File: src/rtl/fir_mac_engine.sv
`default_nettype none
// +--------------------------------------------------------------------------+
// | fir_mac_engine: sequential one-MAC-per-cycle FIR with circular delay line |
// | Rev 1.0 - initial release                                                |
// +--------------------------------------------------------------------------+
module fir_mac_engine #(
  parameter int N_TAPS = 32,
  parameter int DATA_W = 16,
  parameter int COEF_W = 16
) (
  input  logic                      in_clk,
  input  logic                      rst,
  input  logic                      sample_stb,
  input  logic [DATA_W-1:0]         din,
  input  logic                      coef_we,
  input  logic [$clog2(N_TAPS)-1:0] coef_addr,
  input  logic [COEF_W-1:0]         coef_din,
  output logic [DATA_W-1:0]         dout,
  output logic                      dout_valid,
  output logic                      busy,
  output logic                      overrun
);

  localparam int c_ptr_w  = $clog2(N_TAPS);
  localparam int c_prod_w = DATA_W + COEF_W;
  localparam int c_acc_w  = DATA_W + COEF_W + c_ptr_w;

  localparam logic [c_ptr_w-1:0]         c_one    = c_ptr_w'(1);
  localparam logic [c_ptr_w-1:0]         c_k_last = c_ptr_w'(N_TAPS - 1);
  localparam logic signed [c_acc_w-1:0]  c_round  = c_acc_w'(1) << (COEF_W - 2);
  localparam logic signed [c_acc_w-1:0]  c_y_max  = {{(c_acc_w-DATA_W+1){1'b0}}, {(DATA_W-1){1'b1}}};
  localparam logic signed [c_acc_w-1:0]  c_y_min  = {{(c_acc_w-DATA_W+1){1'b1}}, {(DATA_W-1){1'b0}}};
  localparam logic [DATA_W-1:0]          c_dout_max = {1'b0, {(DATA_W-1){1'b1}}};
  localparam logic [DATA_W-1:0]          c_dout_min = {1'b1, {(DATA_W-1){1'b0}}};

  typedef enum logic [1:0] {
    S_IDLE = 2'd0,
    S_MAC  = 2'd1,
    S_OUT  = 2'd2
  } state_t;

  state_t r_state;
  state_t w_state_nxt;

  logic signed [DATA_W-1:0]  r_x    [N_TAPS];
  logic signed [COEF_W-1:0]  r_coef [N_TAPS];
  logic signed [c_acc_w-1:0] r_acc;
  logic [c_ptr_w-1:0]        r_k;
  logic [c_ptr_w-1:0]        r_wr_ptr;
  logic [DATA_W-1:0]         r_dout;
  logic                      r_dout_valid;
  logic                      r_overrun;

  logic [c_ptr_w-1:0]        w_rd_ptr;
  logic signed [c_prod_w-1:0] w_prod;
  logic signed [c_acc_w-1:0] w_prod_ext;
  logic signed [c_acc_w-1:0] w_sum;
  logic signed [c_acc_w-1:0] w_shift;
  logic [DATA_W-1:0]         w_y;

  // Tap k reads k samples back from the newest one; wraps naturally at c_ptr_w bits.
  assign w_rd_ptr   = r_wr_ptr - r_k;
  assign w_prod     = r_x[w_rd_ptr] * r_coef[r_k];
  assign w_prod_ext = {{(c_acc_w-c_prod_w){w_prod[c_prod_w-1]}}, w_prod};

  assign w_sum   = r_acc + c_round;
  assign w_shift = w_sum >>> (COEF_W - 1);

  always_comb begin
    w_y = w_shift[DATA_W-1:0];
    if (w_shift > c_y_max) begin
      w_y = c_dout_max;
    end else if (w_shift < c_y_min) begin
      w_y = c_dout_min;
    end
  end

  always_ff @(posedge in_clk or negedge rst) begin
    if (!rst) begin
      r_state <= S_IDLE;
    end else begin
      r_state <= w_state_nxt;
    end
  end

  always_comb begin
    w_state_nxt = r_state;
    case (r_state)
      S_IDLE:  if (sample_stb) w_state_nxt = S_MAC;
      S_MAC:   if (r_k == c_k_last) w_state_nxt = S_OUT;
      S_OUT:   w_state_nxt = S_IDLE;
      default: w_state_nxt = S_IDLE;
    endcase
  end

  always_ff @(posedge in_clk or negedge rst) begin
    if (!rst) begin
      for (int i = 0; i < N_TAPS; i++) begin
        r_x[i]    <= '0;
        r_coef[i] <= '0;
      end
      r_acc        <= '0;
      r_k          <= '0;
      r_wr_ptr     <= '0;
      r_dout       <= '0;
      r_dout_valid <= 1'b0;
      r_overrun    <= 1'b0;
    end else begin
      r_dout_valid <= 1'b0;
      if (sample_stb && (r_state != S_IDLE)) begin
        r_overrun <= 1'b1;
      end
      case (r_state)
        S_IDLE: begin
          // A write coinciding with a strobe lands before the first MAC edge.
          if (coef_we) begin
            r_coef[coef_addr] <= coef_din;
          end
          if (sample_stb) begin
            r_x[r_wr_ptr] <= din;
            r_acc         <= '0;
            r_k           <= '0;
          end
        end
        S_MAC: begin
          r_acc <= r_acc + w_prod_ext;
          r_k   <= r_k + c_one;
          if (r_k == c_k_last) begin
            r_wr_ptr <= r_wr_ptr + c_one;
          end
        end
        S_OUT: begin
          r_dout       <= w_y;
          r_dout_valid <= 1'b1;
        end
        default: ;
      endcase
    end
  end

  assign dout       = r_dout;
  assign dout_valid = r_dout_valid;
  assign busy       = (r_state != S_IDLE);
  assign overrun    = r_overrun;

endmodule
`default_nettype wire

File: config.mk
export PLATFORM = sky130hd
export DESIGN_NAME = fir_mac_engine
export DESIGN_NICKNAME = d
export VERILOG_FILES = /design/src/rtl/fir_mac_engine.sv
export SDC_FILE = /design/constraint.sdc
export NUM_CORES = 2
export LEC_CHECK = 0
export BUFFER_PORTS_ARGS = -buffer_cell sky130_fd_sc_hd__buf_2
export CAP_MARGIN = 20
export CORE_ASPECT_RATIO = 1.1
export CORE_MARGIN = 2
export CORE_UTILIZATION = 35
export CTS_CLUSTER_DIAMETER = 200
export DETAILED_ROUTE_END_ITERATION = 10
export GPL_TIMING_DRIVEN = 1
export PLACE_DENSITY = 0.54
export SYNTH_ARGS = -nofsm -noshare
export SYNTH_HDL_FRONTEND = slang
export SYNTH_SLANG_ARGS = --single-unit
File: constraint.sdc
create_clock -name in_clk -period 17.5 [get_ports in_clk]
set_clock_uncertainty 0.05 [all_clocks]
set_input_delay 0 -clock in_clk [delete_from_list [all_inputs] [get_ports in_clk]]
set_output_delay 0 -clock in_clk [all_outputs]
set_load 0.01 [all_outputs]
; Word-level counts from Yosys, hierarchy flattened
; Cells that the tools add are included.
[word_totals]
out_inout_bits = 19
register_bits = 1091
[op_classes]
multipliers = 1
muxes = 22
n_addsub = 5
reduce_logical = 11
bitwise = 4
n_eq_ne = 5
magnitude_cmp = 8
[ops]
columns = operator, count
row1 = 512-bit bitwise mux, 2
row2 = 16-bit binary-select mux with 5-bit select, 2
row3 = 16-bit demux with 5-bit select, 2
row4 = 16-bit 2-to-1 mux, 8
row5 = 37-bit case mux with 2 select lines, 1
row6 = "37-bit by 16-bit adder with 37-bit output, second input constant", 1
row7 = 37-bit by 32-bit adder with 37-bit output, 1
row8 = 37-bit 2-to-1 mux, 1
row9 = 16-bit by 16-bit multiplier with 32-bit output, 1
row10 = "6-bit greater-or-equal comparator, second input constant", 4
row11 = 5-bit NOT with 6-bit output, 4
row12 = "22-bit by 16-bit > comparator with 1-bit output, second input constant", 1
row13 = "22-bit by 16-bit < comparator with 1-bit output, second input constant", 1
row14 = "6-bit by 1-bit < comparator with 1-bit output, second input constant", 2
row15 = "5-bit by 1-bit adder with 5-bit output, second input constant", 2
row16 = 5-bit case mux with 2 select lines, 1
row17 = 2-bit AND reduction, 5
row18 = "5-bit equality test, second input constant", 1
row19 = 5-bit 2-to-1 mux, 1
row20 = 5-bit subtractor, 1
row21 = 2-bit 2-to-1 mux, 2
row22 = "2-bit inequality test, second input constant", 2
row23 = 2-bit case mux with 2 select lines, 1
row24 = 2-bit nonzero test, 2
row25 = other kinds (5), 7

; Longest topological paths before layout
[logic_depth]
word_depth = 8
depth_mapped = 38
depth_no_buf = 31

; Least setup slack after synthesis
; Ideal clock, no wire load.
[synth_path]
path_type = reg2reg
startpoint = register r_k[1]
endpoint = register r_acc[35]
path_buffers = 7
path_stages_with_launch = 36
arrival_ps = 8331
setup_slack_ps = 8997
synth_period_minus_slack_ps = 8503
required_ps = 17328
setup_ps = 122
path_cell_list = dfrtp_1 > buf_2 > buf_4 > buf_2 > buf_2 > inv_1 > ha_1 > nand3b_1 > and3b_1 > or2_1 > buf_2 > buf_6 > o2111ai_2 > nand3b_2 > nand2_2 > clkbuf_1 > nand2_1 > fa_1 > inv_1 > fa_1 > fa_1 > fa_1 > fa_1 > inv_1 > fa_1 > inv_1 > ha_1 > a21o_1 > nor2_1 > o221ai_1 > a211oi_1 > a211oi_1 > a211o_1 > a41oi_1 > mux2i_1 > nand2_1
[synth_via]
elab_chain_len = 8
[synth_rtl]
columns = element, line_no
row1 = "start, declared", 48  ; logic [c_ptr_w-1:0] r_k;
row2 = "start signal, assigned", 127  ; r_k <= r_k + c_one;
row3 = 5-bit subtractor, 62  ; assign w_rd_ptr = r_wr_ptr - r_k;
row4 = 5-bit NOT with 6-bit output (implied by the code), 63  ; assign w_prod = r_x[w_rd_ptr] * r_coef[r_k];
row5 = 16-bit binary-select mux with 5-bit select, 63
row6 = 16-bit 2-to-1 mux (implied by the code) (2 in series), 63
row7 = 16-bit by 16-bit multiplier with 32-bit output *, 63
row8 = 37-bit by 32-bit adder with 37-bit output *, 126  ; r_acc <= r_acc + w_prod_ext;
row9 = 37-bit case mux with 2 select lines *, 113  ; case (r_state)
row10 = "end signal, assigned", 126
row11 = "end, declared", 47  ; logic signed [c_acc_w-1:0] r_acc;
; Every way passes the cells marked *; elsewhere a longest branch is shown, timed or not. The select of a mux whose other input is x is not followed.
; A chain may end at the register's enable or synchronous reset.

; Final worst setup path
[layout_path]
startpoint = register r_k[0]
endpoint = register r_acc[35]
; Same word-level chain as after synthesis.

==> reports/metrics.csv <==
stage,metric,value,unit
yosys,synth_flop_cell,dfrtp_1,
timing,setup_viol,0,
clock_tree,cts_resized,0,
grt,grt_max_degree,89,
place,gp_congestion,0.7902,
yosys,syn_area,61650,um^2
yosys,yosysUniqueCellTypes,74,
pwr,ir_drop,0.1599,mV
yosys,synth_fp_nets,4841,
routing,viasPerCell,5.159,
grt,antenna_found_initial,6,
grt,grt_overflow,0,
yosys,ys_seq_elements,1091,
final_layout,fillerInstances,16208,
timing,finalMaxSlewViolations,0,
place,detailed_place_hpwl,98470,um
clock_tree,cts_buffers,116,
place,io_buffers,59,
clock_tree,cts_setup_buffers,0,
grt,globalRouteTotalUtil,0.1745,
timing,slew_headroom,0.2183,
place,place_inst,6513,
floorplan,die-area,179500,um^2
floorplan,initial_core_util,0.3522,
timing,post-route-min-period,10.77,ns
yosys,postSynthCellCount,4361,
floorplan,core,175100,um^2
timing,fin_crit_sh,0.6152,
timing,finalHoldViolCount,0,
yosys,synth_async_sr_flop_share,1.000,
clock_tree,cts_tree,yes,
routing,drtIter0Drc,1777,
floorplan,die_height,444.2,um
final_layout,layout-drive-gt1-share,0.4135,
floorplan,die_w,404.2,um
clock_tree,clockBufferDepth,3,
routing,drc_errors,0,
worst_hold_path,hold_class,input pin to flip-flop,
routing,wl_per_cell,22.61,um
final_layout,finalCoreUtilization,0.3943,
timing,clock.fmax,0.09288,GHz
yosys,ys_seq_area_frac,0.4428,
worst_setup_path,path_max_fanout,48,
grt,grt_pass1_wl,240000,um
yosys,syn-mean-instance-area,14.14,um^2
worst_setup_path,critPathArrivalTime,11.36,ns
floorplan,io_pins,60,
worst_setup_path,path_class,flip-flop to flip-flop,
routing,drt_wl_total,153200,um
timing,rsz0062_at_grt,no,
final_layout,final_cell_count_no_fill,6775,
clock_tree,cts_max_level,3,
flow_run,max_cap_violations,0,
yosys,yosysWarnings,0,
yosys,synth_edf_count,0,
clock_tree,cts-hold-fix-buffers,39,
final_layout,synthToLayoutAreaGrowth,11.95,%
worst_setup_path,cp-start-kind,flip-flop,
final_layout,finalNetCount,4875,
pwr,p_total,8.882,mW
pwr,p_leak,33.47,nW
final_layout,final_common_cell,dfrtp_1,
pwr,power_density,128.7,nW/um^2
clock_tree,clk_latency,0.76,ns
timing,tightest_slew,1.173,ns
final_layout,design_area,69020,um^2
outcome,status,"complete, no violations",
routing,ant_nets,0,
clock_tree,clock-sinks,1091,
grt,grt_pass1_vias,38115,
place,placed_cell_area,64540,um^2
routing,drt_first_pass_iters,5,
worst_setup_path,critPathRequiredTime,18.09,ns
final_layout,layout_common_cells,"1087 x dfrtp_1, 1030 x mux2_2, 374 x inv_1",
clock_tree,clk_pin_slew_worst_paths,0.06,ns
clock_tree,cts_root_buf,clkbuf_16,
worst_setup_path,cp-end-kind,flip-flop,
floorplan,row_count,161,
routing,vias,34953,
timing,tns,0,ns
==> report_power, final <==
group / switching (mW) / leakage, nW / internal, mW
sequential: 0.189 / 15.1 / 2.74
combinational: 1.98 / 16.5 / 1.48
clock: 1.07 / 1.88 / 1.42
total: 3.24 / 33.5 / 5.65
==> layer usage <==
metal	wire length, um	GRT usage
met1	69960	0.2388
met2	75420	0.2933
met3	4414	0.02225
met4	3343	0.04460
met5	45	0
==> critical path, cell delays in order (launching register included) <==
cell      delay (ns)
dfrtp_4         0.75
ha_4            0.29
fa_4            1.27
buf_4           0.78
mux4_2          0.60
mux2_2          0.34
o211ai_2        0.28
nand2_2         0.26
nand2_1         0.21
inv_1           0.08
fa_1            0.57
fa_1            0.85
fa_1            0.52
fa_1            0.50
fa_1            0.49
inv_1           0.05
fa_1            0.47
inv_1           0.04
ha_1            0.35
a21o_1          0.21
nor2_1          0.09
o221ai_1        0.15
a211oi_1        0.33
a211oi_1        0.17
a211o_1         0.33
a41oi_1         0.25
mux2i_1         0.21
nand2_1         0.06
==> cell families after synthesis <==
group / Yosys count / share of synthesized area
mux: 1381 / 0.3114
flops: 1091 / 0.4428
buf+inv: 674 / 0.04576
simple gates: 521 / 0.04282
fa+ha+maj: 439 / 0.1281
compound gates: 201 / 0.02137
xor+xnor: 54 / 0.007793
==> metrics by stage <==
stage                     worst slack, ns  hold WS [ns]
after global placement              6.806       0.04587
after floorplan                     8.997       -0.3456
after detailed placement            6.752       0.04922
after CTS                           6.720       0.04227
after global routing                6.264        0.1186
final                               6.734        0.1109
==> sequential cells by signal, summed over array words and instances (netlist names) <==
signal      flops
dout           16
r_x           512
r_state         2
r_acc          37
overrun         1
dout_valid      1
r_k             5
r_wr_ptr        5
r_coef        512
==> final cells by class <==
cell class | instances | area (um^2) | share of cell area
Multi-Input combinational cell | 2596 | 31720 | 0.4595
Sequential cell | 1091 | 27310 | 0.3957
Clock buffer | 192 | 3558 | 0.05155
Tap cell | 2282 | 2855 | 0.04137
Timing Repair Buffer | 212 | 1842 | 0.02668
Inverter | 378 | 1419 | 0.02056
Clock inverter | 22 | 315.3 | 0.004568
Antenna cell | 2 | 5.005 | 0.00007251
==> synthesized netlist by cell type, types with 4 or more instances <==
cell | count | area share
o21a_1 | 6 | 0.00073
or3_1 | 8 | 0.00081
mux2i_2 | 12 | 0.0027
xnor2_1 | 39 | 0.0055
mux2i_4 | 8 | 0.0029
inv_1 | 374 | 0.023
buf_4 | 34 | 0.0041
o21ai_1 | 12 | 0.00097
mux2_2 | 1030 | 0.19
o21bai_1 | 9 | 0.0011
mux4_2 | 315 | 0.12
buf_1 | 7 | 0.00043
a211oi_1 | 5 | 0.00061
a22oi_1 | 4 | 0.00049
nand2_1 | 111 | 0.0068
nand4_1 | 8 | 0.00081
ha_1 | 119 | 0.024
and3_1 | 13 | 0.0013
or2_1 | 14 | 0.0014
nand3_1 | 20 | 0.0016
nand2b_1 | 35 | 0.0036
a21oi_1 | 35 | 0.0028
or2_2 | 77 | 0.0078
nand3b_1 | 9 | 0.0011
o21ai_0 | 60 | 0.0049
fa_1 | 320 | 0.10
nor3_1 | 7 | 0.00057
dfrtp_1 | 1091 | 0.44
clkbuf_1 | 184 | 0.011
a21o_1 | 24 | 0.0029
nor2_1 | 165 | 0.010
and4_1 | 5 | 0.00071
buf_6 | 12 | 0.0022
a31oi_1 | 4 | 0.00041
nor3b_1 | 10 | 0.0012
xor2_1 | 14 | 0.0020
a22o_1 | 11 | 0.0016
buf_2 | 59 | 0.0048
mux2i_1 | 16 | 0.0026
nor2b_1 | 16 | 0.0016
and2_1 | 5 | 0.00051
==> path summary, 6_finish.rpt <==
path	from	endpoint	slack, ns	depth (start not counted)
max	r_k[0]	r_acc[35]	6.73	27
min	coef_addr[0]	r_coef[403]	0.11	5
max in group asynchronous	rst	r_x[162]	13.52	8
min reg2reg	dout[1]	dout[1]	0.42	2
max reg2reg	r_k[0]	r_acc[35]	6.73	27
min in group asynchronous	rst	r_coef[51]	0.52	4
No activity file was read; power rests on OpenSTA's default activity.
